`src/rtl/uart_rx_fifo.sv`:
```
// UART receiver (8N1, or 8E1 when UART_RX_PARITY_EN is defined) feeding a show-ahead receive FIFO.
// Bytes are sampled at the bit centre from a 2-flop synchronised copy of uart_RX.
module uart_rx_fifo #(
    parameter int CLKS_PER_BIT = 868,
    parameter int FIFO_DEPTH   = 16
) (
    input  logic                               clock,
    input  logic                               reset,
    input  logic                               uart_RX,
    output logic                               rx_valid,
    input  logic                               rx_ready,
    output logic [7:0]                         rx_data,
    output logic [$clog2(FIFO_DEPTH+1)-1:0]    rx_count,
    output logic                               frame_err,
    output logic                               overrun
`ifdef UART_RX_PARITY_EN
    ,
    output logic                               parity_err
`endif
);

    localparam int CNT_W = $clog2(FIFO_DEPTH + 1);
    localparam int PTR_W = (FIFO_DEPTH > 1) ? $clog2(FIFO_DEPTH) : 1;
    localparam int TMR_W = $clog2(CLKS_PER_BIT);
    localparam logic [TMR_W-1:0] HALF_LAST = TMR_W'(CLKS_PER_BIT / 2 - 1);
    localparam logic [TMR_W-1:0] BIT_LAST  = TMR_W'(CLKS_PER_BIT - 1);
    localparam logic [CNT_W-1:0] CNT_FULL  = CNT_W'(FIFO_DEPTH);
    localparam logic [PTR_W-1:0] PTR_LAST  = PTR_W'(FIFO_DEPTH - 1);

    typedef enum logic [2:0] {
        ST_WAIT_IDLE = 3'd0,
        ST_IDLE      = 3'd1,
        ST_START     = 3'd2,
        ST_DATA      = 3'd3,
`ifdef UART_RX_PARITY_EN
        ST_PARITY    = 3'd4,
`endif
        ST_STOP      = 3'd5
    } state_t;

    state_t            state_q;
    logic              rx_meta_q;
    logic              rxs_q;
    logic [1:0]        sync_fill_q;
    logic [TMR_W-1:0]  timer_q;
    logic [2:0]        bit_idx_q;
    logic [7:0]        shift_q;
    logic              frame_err_q;

    logic [7:0]        mem_q [FIFO_DEPTH];
    logic [PTR_W-1:0]  wr_ptr_q;
    logic [PTR_W-1:0]  rd_ptr_q;
    logic [CNT_W-1:0]  count_q;
    logic              rx_valid_q;
    logic [7:0]        rx_data_q;
    logic              overrun_q;

    logic              stop_sample_s;
    logic              byte_ok_s;
    logic              push_s;
    logic              pop_s;
    logic              full_s;
    logic              wr_ok_s;
    logic              drop_s;
    logic [PTR_W-1:0]  wr_ptr_d;
    logic [PTR_W-1:0]  rd_ptr_d;
    logic [CNT_W-1:0]  count_d;
    logic [7:0]        rx_data_d;

`ifdef UART_RX_PARITY_EN
    logic              par_bit_q;
    logic              parity_err_q;

    // Even parity: the received parity bit must equal the XOR of the data bits.
    function automatic logic even_parity(input logic [7:0] data);
        return ^data;
    endfunction
`endif

    // Two-flop synchroniser; sync_fill_q marks when rxs_q holds a real line sample rather than its reset value.
    always_ff @(posedge clock) begin
        if (reset) begin
            rx_meta_q   <= 1'b1;
            rxs_q       <= 1'b1;
            sync_fill_q <= 2'b00;
        end else begin
            rx_meta_q   <= uart_RX;
            rxs_q       <= rx_meta_q;
            sync_fill_q <= {sync_fill_q[0], 1'b1};
        end
    end

    // Receive FSM: bit timing, deserialisation and frame-error reporting.
    always_ff @(posedge clock) begin
        if (reset) begin
            state_q      <= ST_WAIT_IDLE;
            timer_q      <= '0;
            bit_idx_q    <= 3'd0;
            shift_q      <= 8'h00;
            frame_err_q  <= 1'b0;
`ifdef UART_RX_PARITY_EN
            par_bit_q    <= 1'b0;
            parity_err_q <= 1'b0;
`endif
        end else begin
            frame_err_q  <= 1'b0;
`ifdef UART_RX_PARITY_EN
            parity_err_q <= 1'b0;
`endif
            case (state_q)
                ST_WAIT_IDLE: begin
                    timer_q <= '0;
                    if (sync_fill_q[1] && rxs_q) begin
                        state_q <= ST_IDLE;
                    end
                end
                ST_IDLE: begin
                    timer_q <= '0;
                    if (!rxs_q) begin
                        state_q <= ST_START;
                    end
                end
                ST_START: begin
                    if (timer_q == HALF_LAST) begin
                        timer_q   <= '0;
                        bit_idx_q <= 3'd0;
                        state_q   <= rxs_q ? ST_IDLE : ST_DATA;
                    end else begin
                        timer_q <= timer_q + TMR_W'(1);
                    end
                end
                ST_DATA: begin
                    if (timer_q == BIT_LAST) begin
                        timer_q   <= '0;
                        shift_q   <= {rxs_q, shift_q[7:1]};
                        bit_idx_q <= bit_idx_q + 3'd1;
                        if (bit_idx_q == 3'd7) begin
`ifdef UART_RX_PARITY_EN
                            state_q <= ST_PARITY;
`else
                            state_q <= ST_STOP;
`endif
                        end
                    end else begin
                        timer_q <= timer_q + TMR_W'(1);
                    end
                end
`ifdef UART_RX_PARITY_EN
                ST_PARITY: begin
                    if (timer_q == BIT_LAST) begin
                        timer_q   <= '0;
                        par_bit_q <= rxs_q;
                        state_q   <= ST_STOP;
                    end else begin
                        timer_q <= timer_q + TMR_W'(1);
                    end
                end
`endif
                ST_STOP: begin
                    if (timer_q == BIT_LAST) begin
                        timer_q <= '0;
`ifdef UART_RX_PARITY_EN
                        parity_err_q <= (even_parity(shift_q) != par_bit_q);
`endif
                        if (rxs_q) begin
                            state_q <= ST_IDLE;
                        end else begin
                            frame_err_q <= 1'b1;
                            state_q     <= ST_WAIT_IDLE;
                        end
                    end else begin
                        timer_q <= timer_q + TMR_W'(1);
                    end
                end
                default: begin
                    timer_q <= '0;
                    state_q <= ST_WAIT_IDLE;
                end
            endcase
        end
    end

    // Push/pop decisions and next FIFO state, including the show-ahead head byte.
    always_comb begin
        stop_sample_s = (state_q == ST_STOP) && (timer_q == BIT_LAST);
`ifdef UART_RX_PARITY_EN
        byte_ok_s     = rxs_q && (even_parity(shift_q) == par_bit_q);
`else
        byte_ok_s     = rxs_q;
`endif
        push_s        = stop_sample_s && byte_ok_s;
        pop_s         = rx_valid_q && rx_ready;
        full_s        = (count_q == CNT_FULL);
        wr_ok_s       = push_s && (!full_s || pop_s);
        drop_s        = push_s && full_s && !pop_s;

        wr_ptr_d = wr_ptr_q;
        rd_ptr_d = rd_ptr_q;
        if (wr_ok_s) begin
            wr_ptr_d = (wr_ptr_q == PTR_LAST) ? '0 : wr_ptr_q + PTR_W'(1);
        end else begin
            wr_ptr_d = wr_ptr_q;
        end
        if (pop_s) begin
            rd_ptr_d = (rd_ptr_q == PTR_LAST) ? '0 : rd_ptr_q + PTR_W'(1);
        end else begin
            rd_ptr_d = rd_ptr_q;
        end

        case ({wr_ok_s, pop_s})
            2'b10:   count_d = count_q + CNT_W'(1);
            2'b01:   count_d = count_q - CNT_W'(1);
            default: count_d = count_q;
        endcase

        // The byte written this cycle is not yet in memory, so bypass it when it becomes the head.
        rx_data_d = rx_data_q;
        if (count_d == '0) begin
            rx_data_d = rx_data_q;
        end else if (count_q == '0 || (count_q == CNT_W'(1) && pop_s)) begin
            rx_data_d = shift_q;
        end else begin
            rx_data_d = mem_q[rd_ptr_d];
        end
    end

    // FIFO storage array.
    always_ff @(posedge clock) begin
        if (wr_ok_s) begin
            mem_q[wr_ptr_q] <= shift_q;
        end
    end

    // FIFO pointers, occupancy and registered consumer-side outputs.
    always_ff @(posedge clock) begin
        if (reset) begin
            wr_ptr_q   <= '0;
            rd_ptr_q   <= '0;
            count_q    <= '0;
            rx_valid_q <= 1'b0;
            rx_data_q  <= 8'h00;
            overrun_q  <= 1'b0;
        end else begin
            wr_ptr_q   <= wr_ptr_d;
            rd_ptr_q   <= rd_ptr_d;
            count_q    <= count_d;
            rx_valid_q <= (count_d != '0);
            rx_data_q  <= rx_data_d;
            overrun_q  <= drop_s;
        end
    end

    assign rx_valid   = rx_valid_q;
    assign rx_data    = rx_data_q;
    assign rx_count   = count_q;
    assign frame_err  = frame_err_q;
    assign overrun    = overrun_q;
`ifdef UART_RX_PARITY_EN
    assign parity_err = parity_err_q;
`endif

endmodule

```
`config.mk`:
```
export PLATFORM = sky130hd
export DESIGN_NAME = uart_rx_fifo
export DESIGN_NICKNAME = d
export VERILOG_FILES = /design/src/rtl/uart_rx_fifo.sv
export SDC_FILE = /design/constraint.sdc
export NUM_CORES = 1
export LEC_CHECK = 0
export CORE_UTILIZATION = 55
export DETAILED_ROUTE_END_ITERATION = 7
export DONT_BUFFER_PORTS = 1
export GPL_ROUTABILITY_DRIVEN = 0
export GPL_TIMING_DRIVEN = 0
export PLACE_DENSITY = 0.7
export SLEW_MARGIN = 40
export SYNTH_ARGS = -nofsm -noshare
export SYNTH_HDL_FRONTEND = slang
export SYNTH_SLANG_ARGS = --single-unit
```
`constraint.sdc`:
```
create_clock -name clock -period 5.6 [get_ports clock]
set_input_delay 1.12 -clock clock [delete_from_list [all_inputs] [get_ports clock]]
set_output_delay 1.12 -clock clock [all_outputs]
set_load 0.03 [all_outputs]
```
* After elaboration in Yosys (flattened, before gate mapping)
Memory sizes are Yosys's and may differ from the RTL's.
Index checks and enable logic that the tools add are counted.
** Cells by class
- Add/subtract/negate cells :: 6
- Eq/ne operators :: 19
- Multiplexer cells :: 24
- Bitwise logic cells :: 2
- Reduce and logical (&&, ||, !) cells :: 22
** Operators with widths (count)
- $mux W3 :: 8
- $mux W10 :: 2
- $pmux W10 S2 :: 1
- $pmux W3 S5 :: 1
- $mux W4 :: 3
- $ne A2 B2 Y1 const B :: 6
- $add A10 B1 Y10 const B :: 1
- $eq A10 B10 Y1 const B :: 1
- $eq A10 B9 Y1 const B :: 1
- $logic_not A5 Y1 :: 2
- $pmux W5 S2 :: 1
- $add A4 B1 Y4 const B :: 2
- $eq A4 B4 Y1 const B :: 2
- $logic_and A1 B1 Y1 :: 8
- $mux W8 :: 1
- $eq A3 B2 Y1 const B :: 2
- $eq A3 B3 Y1 const B :: 2
- $pmux W3 S2 :: 1
- $reduce_and A6 Y1 :: 1
- $add A5 B1 Y5 const B :: 1
- $eq A5 B1 Y1 const B :: 1
- $eq A5 B5 Y1 const B :: 1
- $mux W1 :: 5
- $reduce_bool A5 Y1 :: 1
- 15 further kinds :: 18
** Storage, ports and cells
- Register bits :: 52
- Memory bits (writable) :: 128
- Input port bits :: 4
- Output and inout port bits :: 16
- Word-level logic and storage cells :: 89
- Memories :: 1
** Memory list
- mem_q :: depth 16, width 8, rd ports 1, clocked after Yosys merged registers in 0, wr ports 1, RTL line 50 : logic [7:0] mem_q [FIFO_DEPTH];

* Logic depth before layout (Yosys ltp)
- Depth in word-level cells :: 7
- Gate-level depth with buffers :: 11
- Gate-level depth less buffers :: 9

* Worst setup path after synthesis
Ideal clock, no wire load.
- Kind :: input -> register
- Start :: input port rx_ready
- End :: memory mem_q[3][0] (enable)
- Setup time :: 383 ps
- Arrival :: 2796 ps
- Required time :: 5217 ps
- Slack :: 2420 ps
- Stages on the path :: 6
- Buffers on the path :: 2
- Cell sequence :: nand2_1 > buf_4 > clkbuf_1 > a21oi_1 > nand2_1 > nor3_1
** Between the ends
- Word-level cells in the longest chain between the ends :: 5
** Ends and longest elaborated chain
- from (decl) :: RTL line 11 : input logic rx_ready,
- $logic_and A1 B1 Y1 :: RTL line 192 : pop_s = rx_valid_q && rx_ready;
- $logic_or A1 B1 Y1 :: RTL line 194 : wr_ok_s = push_s && (!full_s || pop_s);
- $logic_and A1 B1 Y1 :: RTL line 194
- $mux W1 :: RTL line 229 : if (wr_ok_s) begin
- $mux W1 (implied by the code) :: RTL line 230 : mem_q[wr_ptr_q] <= shift_q;
- to (decl) :: RTL line 50
No other way between the ends.

* Worst setup path in the final report
- Start :: register rx_valid_q (netlist: rx_valid)
- End :: memory mem_q[7][1] (enable)
** Between the ends
- Word-level cells in the longest chain between the ends :: 5
** Ends and longest elaborated chain
- from (decl) :: RTL line 54 : logic rx_valid_q;
- from (signal assigned) :: RTL line 247 : rx_valid_q <= (count_d != '0);
- $logic_and A1 B1 Y1 :: RTL line 192
- $logic_or A1 B1 Y1 :: RTL line 194
- $logic_and A1 B1 Y1 :: RTL line 194
- $mux W1 :: RTL line 229
- $mux W1 (implied by the code) :: RTL line 230
No other way between the ends.

==> out/metrics.cfg <==
[status]
status = completed

[finish]
fin_area_um2 = 8840
n_antenna_cell = 0
seqCellArea_um2 = 4880
fin_nets = 698
multi_input_area_um2 = 2880
drive_gt1_frac = 0.128
fill_cells = 1095
syn_to_final_growth_pct = 11.3

[global_route]
antenna_found_initial = 0
grt_max_degree = 20
gr-total-overflow = 0
grt_pass1_vias = 5028
grt_pass1_wl_um = 28100
grt_usage = 0.261

[power]
total_power_mw = 3.57
ir_drop_mv = 0.206
leakage_nw = 3.02
pwr_density_cell_nw_per_um2 = 404

[clocking]
cts-htree-levels = 4
clockBufferDepth = 2
cts-resized-gates = 0
cts_tree = done
clkTransAtPathRegs_ns = 0.07
cts.sinks = 180
insertion_delay_ns = 0.43
cts_setup_buffers = 0
clockRootBuffer = clkbuf_16
holdBufCountCts = 0
cts_buffers = 17

[synth]
synth_edf_count = 128
synthTopCellsByArea = edfxtp_1 (48%), dfxtp_1 (13%), nand2_1 (4.3%)
synth_fp_nets = 679
synth_seq_cells = 180
synth_top_area_frac = 0.484
yosysSeqAreaShare = 0.615
yosys_warnings = 0
syn_inst = 662
yosys.area.top_type = edfxtp_1
async_reset_ff_frac = 0
synth_cell_types = 73
synth.most_common_cell = edfxtp_1
synth-main-ff-cell = edfxtp_1
synthesis.area_um2 = 7940
syn_area_per_cell_um2 = 12.0
synth_common_cells = edfxtp_1 (128), nand2_1 (92), dfxtp_1 (52), nor2_1 (48), nand3_1 (35)

[setup_path]
path_buf_inv = 2
start_kind = register
crit_type = reg -> reg
cp-end-kind = register
path_common_cell = nand2_1
worstSetupStartpoint = rx_valid$_SDFF_PP0_
path_cells = nand2_1, buf_4, clkbuf_1, a21oi_1, nand2_1, nor2_1
worstPathArrival_ns = 3.42
max_stage_delay_ns = 0.75
worstPathRequired_ns = 5.65
cp_slowest_cell = nor2_1
critical_path.top_delay_family = simple AND/OR/NAND/NOR gates
r2r-start = rx_valid$_SDFF_PP0_
critPathMaxFanout = 10

[floorplanning]
die_w_um = 122
rows = 43
initial_utilization = 0.568
die_y_um = 122
ios = 20
coreArea_um2 = 14000
design.die.area_um2 = 14900

[timing]
tightest_slew_ns = 0.877
finalMaxSlewViolations = 0
fin_crit_sh = 0.601
grt_setup_unrepaired = no
period_minus_slack_ns = 3.37
setup_viol = 0
max_freq_mhz = 297
slew_headroom = 0.413
final_hold_viol_count = 0
skew_ns = 0.00932
setup_tns_ns = 0
worst_hold_slack_ns = 0.413

[drt]
drtIter0Drc = 679
wl_per_cell_um = 20.7
vias = 5420
drt_first_pass_iters = 5
viasPerCell = 6.20
drc = 0
wl_um = 18100
detail-route-antenna-nets = 0

[placed_design]
port_buffers = 0
dpl_cell_area_um2 = 8210
hpwl_um = 12300

[min_path]
min-delay-start = rx_meta_q$_SDFF_PP1_
min_path_type = reg -> reg

[flow_run]
cap_viol_max_count = 0

-- registers in the layout, indices dropped and copies added (netlist names) --
name and flops:
rx_data 8, wr_ptr_q 4, rd_ptr_q 4, shift_q 8
frame_err 1, rx_meta_q 1, state_q 3, bit_idx_q 3
mem_q 128, rx_count 5, rx_valid 1, overrun 1
timer_q 10, byte_ok_s 1, sync_fill_q 2
-- worst paths after layout --
| path | end | depth (start not counted) | slack [ns] |
|---|---|---|---|
| max | mem_q[7][1]$_DFFE_PP_ | 6 | 2.23 |
| min | byte_ok_s$_SDFF_PP1_ | 1 | 0.41 |
| max reg2reg | mem_q[7][1]$_DFFE_PP_ | 6 | 2.23 |
| min reg2reg | byte_ok_s$_SDFF_PP1_ | 1 | 0.41 |
-- layer usage --
metal / global-route usage / part of all wire / vias to the layer above
li1: - / - / 2541
met1: 0.356 / 0.43 / 2646
met2: 0.404 / 0.48 / 205
met3: 0.0646 / 0.070 / 28
met4: 0.0945 / 0.021 / 0
met5: 0 / 0 / -
-- layout make-up --
type | count | share of cell area
sequential | 180 | 0.553
multi-input combinational | 431 | 0.326
clock buffer | 17 | 0.0481
tap | 180 | 0.0255
clock inverter | 15 | 0.0212
buffer | 37 | 0.0204
inverter | 14 | 0.00595
-- cell usage in the layout (no fill, tap or decap), drive strengths merged, types with 8 or more instances in the layout --
| master | count |
|---|---|
| a211oi | 8 |
| a21oi | 24 |
| a22oi | 9 |
| a31oi | 13 |
| buf | 15 |
| clkbuf | 39 |
| dfxtp | 52 |
| edfxtp | 128 |
| ha | 13 |
| inv | 14 |
| mux2i | 26 |
| nand2 | 93 |
| nand3 | 36 |
| nand4 | 8 |
| nor2 | 50 |
| nor3 | 19 |
| o21ai | 11 |
-- cells by family (layout without fill, tap and decap cells) --
logic type	Yosys count	in the layout	synth area share
adders and majority gates	13	13	0.0205
DFF	180	180	0.615
AOI/OAI and AO/OA	132	132	0.128
muxes	30	30	0.0400
and+or+nand+nor	244	244	0.154
xor gates and xnor gates	12	12	0.0132
buffers and inverters	51	83	0.0293
-- per-stage QoR --
stage                     setup slack, ns  instances   util
final                                2.23        874  0.632
after global routing                 2.05        874  0.632
after CTS                            2.25        874  0.630
after detailed placement             1.86        842  0.587
after global placement               1.73        842  0.584
after floorplan                      2.42        662      -
-- where the power goes --
group | switching (mW) | internal [mW] | leakage (nW)
Combinational | 0.490 | 0.300 | 1.13
Sequential | 0.103 | 1.45 | 1.61
Clock | 0.492 | 0.741 | 0.290
No activity file was read; power rests on OpenSTA's default activity.
